==> src/rtl/ntt_pkg.sv <==
// Shared constants and helpers for the NTT / polynomial datapath.
package ntt_pkg;

    localparam int unsigned KYBER_Q     = 3329;
    localparam int unsigned DILITHIUM_Q = 8380417;

    // Default lane / width configuration of the reducer.
    localparam int unsigned DEF_QW    = 16;
    localparam int unsigned DEF_CW    = 32;
    localparam int unsigned DEF_K     = 32;
    localparam int unsigned DEF_LANES = 4;
    localparam int unsigned DEF_TAGW  = 8;

    // Barrett constant floor(2^k / q), evaluated at elaboration time.
    function automatic logic [63:0] barrett_mu(input int unsigned q, input int unsigned k);
        return (64'd1 << k) / 64'(q);
    endfunction

endpackage

==> src/rtl/barrett_lane.sv <==
// One reduction lane: S1 quotient estimate, S2 remainder, S3 final corrections.
module barrett_lane
    import ntt_pkg::*;
#(
    parameter int unsigned Q  = KYBER_Q,
    parameter int unsigned QW = DEF_QW,
    parameter int unsigned CW = DEF_CW,
    parameter int unsigned K  = DEF_K
) (
    input  logic          clk,
    input  logic          rst,
    input  logic [2:0]    ld,      // per-stage load enable, shared by all lanes
    input  logic [CW-1:0] c,
    output logic [QW-1:0] res
);

    localparam int unsigned PW = CW + K + 1;
    localparam int unsigned RW = QW + 2;
    localparam logic [PW-1:0] MU_P = PW'(barrett_mu(Q, K));
    localparam logic [RW-1:0] Q_R  = RW'(Q);

    logic [CW:0]   qhat_s1;
    logic [CW-1:0] c_s1;
    logic [RW-1:0] r_s2;

    logic [CW:0]   qhat_c;
    logic [CW-1:0] qq_c;
    logic [RW-1:0] r_c;
    logic [RW-1:0] t1_c;
    logic [RW-1:0] t2_c;

    // Quotient estimate and remainder arithmetic; the remainder is exact
    // modulo 2^RW, and its true value is small, so the truncation is lossless.
    always_comb begin
        qhat_c = (CW + 1)'((PW'(c) * MU_P) >> K);
        qq_c   = CW'(qhat_s1) * CW'(Q);
        r_c    = RW'(c_s1 - qq_c);
        t1_c   = (r_s2 >= Q_R) ? r_s2 - Q_R : r_s2;
        t2_c   = (t1_c >= Q_R) ? t1_c - Q_R : t1_c;
    end

    // Stage registers; each stage only loads when a valid vector enters it,
    // so the output holds its last value across bubbles.
    always_ff @(posedge clk or posedge rst) begin
        if (rst) begin
            qhat_s1 <= '0;
            c_s1    <= '0;
            r_s2    <= '0;
            res     <= '0;
        end else begin
            if (ld[0]) begin
                qhat_s1 <= qhat_c;
                c_s1    <= c;
            end
            if (ld[1]) r_s2 <= r_c;
            if (ld[2]) res  <= QW'(t2_c);
        end
    end

endmodule

==> src/rtl/barrett_reduce_pipe.sv <==
// Multi-lane pipelined Barrett reducer with valid/ready and backpressure.
module barrett_reduce_pipe
    import ntt_pkg::*;
#(
    parameter int unsigned Q     = KYBER_Q,
    parameter int unsigned QW    = DEF_QW,
    parameter int unsigned CW    = DEF_CW,
    parameter int unsigned K     = DEF_K,
    parameter int unsigned LANES = DEF_LANES,
    parameter int unsigned TAGW  = DEF_TAGW
) (
    input  logic                  clk,
    input  logic                  rst,
    input  logic                  in_valid,
    output logic                  in_ready,
    input  logic [LANES*CW-1:0]   in_data,
    input  logic [TAGW-1:0]       in_tag,
    output logic                  out_valid,
    input  logic                  out_ready,
    output logic [LANES*QW-1:0]   out_data,
    output logic [TAGW-1:0]       out_tag
);

    localparam int unsigned STAGES = 3;

    logic                        stall;
    logic                        vld_in;
    logic [STAGES:1]             vld_pipe;
    logic [STAGES:1][TAGW-1:0]   tag_pipe;
    logic [2:0]                  ld;
    logic [LANES-1:0][CW-1:0]    c_vec;
    logic [LANES-1:0][QW-1:0]    res_vec;

    // Whole pipe freezes only when the output is held; bubbles drain freely.
    always_comb begin
        stall    = vld_pipe[STAGES] & ~out_ready;
        in_ready = ~stall;
        vld_in   = in_valid & in_ready;
        ld       = {~stall & vld_pipe[2], ~stall & vld_pipe[1], ~stall & vld_in};
        c_vec    = in_data;
        out_valid = vld_pipe[STAGES];
        out_tag   = tag_pipe[STAGES];
        out_data  = res_vec;
    end

    // Valid shift chain and tag sideband, advancing together when not stalled.
    always_ff @(posedge clk or posedge rst) begin
        if (rst) begin
            vld_pipe <= '0;
            tag_pipe <= '0;
        end else if (!stall) begin
            vld_pipe <= {vld_pipe[STAGES-1:1], vld_in};
            if (vld_in) tag_pipe[1] <= in_tag;
            for (int s = 2; s <= STAGES; s++)
                if (vld_pipe[s-1]) tag_pipe[s] <= tag_pipe[s-1];
        end
    end

    for (genvar i = 0; i < LANES; i++) begin : g_lane
        barrett_lane #(
            .Q  (Q),
            .QW (QW),
            .CW (CW),
            .K  (K)
        ) u_lane (
            .clk (clk),
            .rst (rst),
            .ld  (ld),
            .c   (c_vec[i]),
            .res (res_vec[i])
        );
    end

endmodule

==> config.mk <==
export PLATFORM = sky130hd
export DESIGN_NAME = barrett_reduce_pipe
export DESIGN_NICKNAME = d
export VERILOG_FILES = /design/src/rtl/ntt_pkg.sv /design/src/rtl/barrett_lane.sv /design/src/rtl/barrett_reduce_pipe.sv
export SDC_FILE = /design/constraint.sdc
export NUM_CORES = 2
export LEC_CHECK = 0
export CORE_ASPECT_RATIO = 0.5
export CORE_MARGIN = 2
export CORE_UTILIZATION = 55
export CTS_CLUSTER_DIAMETER = 100
export DETAILED_ROUTE_END_ITERATION = 6
export GPL_ROUTABILITY_DRIVEN = 0
export PLACE_DENSITY_LB_ADDON = 0.15
export SLEW_MARGIN = 20
export SYNTH_ARGS = -nofsm -noshare
export SYNTH_HDL_FRONTEND = slang
export SYNTH_SLANG_ARGS = --single-unit
==> constraint.sdc <==
create_clock -name clk -period 11.9 [get_ports clk]
set_clock_uncertainty 0.1 [all_clocks]
set_input_delay 1.785 -clock clk [delete_from_list [all_inputs] [get_ports clk]]
set_output_delay 1.785 -clock clk [all_outputs]
set_load 0.1 [all_outputs]
==> impl_metrics.tcl <==
set metrics [dict create \
    status "completed" \
    ys_seq_area_frac 0.110 \
    finalHoldViolCount 0 \
    ys_async_sr_fraction 1.00 \
    clock_latency_ns 0.58 \
    drive_above_1_share 0.0181 \
    yosys.area.top_type "fa_1" \
    min_from "tag_pipe[6]$_DFFE_PP0P_" \
    die_x_um 509 \
    fin_tns_setup_ns 0 \
    core_sq_mm 0.126 \
    drcViolationCount 0 \
    finalCriticalPeriod_ns 9.33 \
    syn_area_sq_mm 0.0701 \
    via_per_inst 5.39 \
    rsz0062_at_grt "false" \
    hold_depth 2 \
    drv_slew 0 \
    post_cts_buffers 0 \
    fin_cells 8949 \
    dp_cells 8882 \
    netlist_top_cells_count "1904 x inv_1, 1312 x fa_1, 1203 x ha_1" \
    hold_ws_ns 0.366 \
    hold_path_class "register to register" \
    clk_pin_slew_ns 0.06 \
    r2r.worst_path.cells 14 \
    antenna_found_initial 8 \
    drv_cap 0 \
    cts-root-buf "clkbuf_16" \
    area_delta_synth_final_pct 7.18 \
    path_class "primary input to register" \
    synth.area.top_cells "fa_1 37%, ha_1 21%, dfrtp_1 11%" \
    grt_pass1_vias 51000 \
    hold_end "tag_pipe[14]$_DFFE_PP0P_" \
    ys_warn_count 0 \
    yosysTopAreaCellShare 0.375 \
    fp.dieH_um 256 \
    setup_violations 0 \
    start_util 0.555 \
    ys_types 96 \
    pin_count 214 \
    maxSlewHeadroom 0.258 \
    drt_wl_total_mm 175 \
    grt_usage 0.281 \
    r2r_setup_slack_ns 6.47 \
    postCtsHoldBufs 0 \
    grt_pass1_wl_mm 285 \
    fmax_ghz 0.107 \
    die_area_sq_mm 0.131 \
    cp.required_ns 12.26 \
    crit_path_end_kind "register" \
    wl_per_cell_um 19.6 \
    cts_resized 0 \
    r2r_end "g_lane[3].u_lane.res[0]$_DFFE_PP0P_" \
    rows 92 \
    syn-instance-count 7091 \
    yosysMostFrequentCell "inv_1" \
    port_buffers 213 \
    syn_avg_cell_area_sq_um 9.89 \
    critPathArrivalTime_ns 9.68 \
    cts_made_buffers 36 \
    fin_crit_sh 0.784 \
    dr.pass1.iters 6 \
    nets 9883 \
    grt_max_degree 106 \
    numClockSinks 307 \
    cts_max_level 2 \
    dr.first_iter.drc_count 3045 \
    synth_ff_type "dfrtp_1" \
    ys_ff_latch 307 \
    syn_nets 9746 \
    nFillCells 11000 \
    postRouteAntennaNets 0 \
    worstSetupStartpointType "primary input" \
    gr-total-overflow 0 \
    worst-path-max-fanout 6 \
    cts_tree "done" \
    dp_hpwl_mm 155 \
    reg2reg_from "g_lane[3].u_lane.r_s2[0]$_DFFE_PP0P_" \
    fin_util 0.595 \
    cts_buffer_depth 3 \
    max_slew.worst_pin.slew_ns 1.11 \
    dr_total_vias 48200 \
    synth_edf_count 0 \
]
## registers in the layout, summed over array words and instances (netlist names)
register               flops
tag_pipe                  16
g_lane.u_lane.r_s2        72
g_lane.u_lane.qhat_s1     72
out_tag                    8
g_lane.u_lane.c_s1        72
g_lane.u_lane.res         64
vld_pipe                   3
## routing by layer
layer,track usage,vias to the layer above,wire (um)
met4,0.0563,4,4030
li1,-,22700,-
met1,0.418,24200,82200
met5,0,-,26
met2,0.442,1153,79100
met3,0.0364,219,9900
## layout by cell type (no fill, tap or decap), types with 12 or more instances in the layout
cell type,n
inv_1,1903
fa_1,1312
ha_1,1203
nand2_1,429
o21ai_0,316
dfrtp_1,307
clkdlybuf4s50_1,210
xnor2_1,186
a21oi_1,184
nor2_1,138
xor2_1,110
nand3_1,87
nor3_1,72
a21o_1,60
o31ai_1,49
and3_1,40
a31oi_1,40
nand4_1,39
a211oi_1,38
o211ai_1,36
clkbuf_16,36
o21a_1,35
or3_1,29
o21bai_1,28
nand2b_1,22
nor2b_1,20
nor4_1,16
or4_1,14
o22ai_1,14
o2111ai_1,14
a21boi_0,13
buf_4,13
and2_1,12
nand3b_1,12
## worst max-delay path: stages
cell	delay [ns]
clkdlybuf4s50_1	0.69
inv_1	0.21
fa_1	0.60
xor2_1	0.20
ha_1	0.33
inv_1	0.07
fa_1	0.50
inv_1	0.06
fa_1	0.56
fa_1	0.43
fa_1	0.52
fa_1	0.42
ha_1	0.31
nand3_1	0.21
nor4_1	0.37
o31ai_1	0.19
a311oi_1	0.74
o21ai_0	0.36
a21oi_1	0.35
o2111ai_1	0.21
nand3b_1	0.24
nand2_1	0.08
o311ai_0	0.26
## cell families (layout without fill, tap and decap cells)
kind of cell,Yosys count,in the layout,share of synthesized area
flip-flops,307,307,0.110
XOR/XNOR,296,296,0.0370
AO/OA/AOI/OAI,942,942,0.0853
buffers and inverters,2028,2191,0.109
AND/OR/NAND/NOR,992,992,0.0677
multiplexers,11,11,0.00170
adder cells (fa/ha/maj),2515,2515,0.589
other,0,3,0
## per-stage QoR
| step | setup slack [ns] | area [sq um] |
|---|---|---|
| finish | 2.57 | 75100 |
| global route | 1.99 | 75100 |
| CTS | 2.65 | 75100 |
| detailed placement | 2.05 | 73900 |
| global placement | 2.05 | 73900 |
| floorplan | 1.53 | 70100 |
## how the worst max path moves through the flow
stage	from	to	slack [ns]	cells after the start
3_5_place_dp	in_data[109]	g_lane[3].u_lane.qhat_s1[16]$_DFFE_PP0P_	2.05	23
4_1_cts	in_data[108]	g_lane[3].u_lane.qhat_s1[16]$_DFFE_PP0P_	2.65	23
6_report	in_data[108]	g_lane[3].u_lane.qhat_s1[16]$_DFFE_PP0P_	2.57	23
2_1_floorplan	rst	g_lane[0].u_lane.c_s1[0]$_DFFE_PP0P_	1.53	1
5_1_grt	in_data[108]	g_lane[3].u_lane.qhat_s1[16]$_DFFE_PP0P_	1.99	23
3_3_place_gp	in_data[118]	g_lane[3].u_lane.qhat_s1[16]$_DFFE_PP0P_	2.05	23
## area by class of cell
cell class / instances / area (sq um) / share of cell area
timing repair buffer: 223 / 2200 / 0.0293
clock inverter: 21 / 254 / 0.00338
clock buffer: 43 / 947 / 0.0126
multi-input combinational: 4756 / 54800 / 0.729
sequential: 307 / 7680 / 0.102
inverter: 1904 / 7150 / 0.0952
tap: 1692 / 2120 / 0.0282
antenna: 3 / 7.51 / 0.0000999
Power is not shown: default switching activity piles up to over one toggle a cycle in this logic, so the estimate is an artifact.
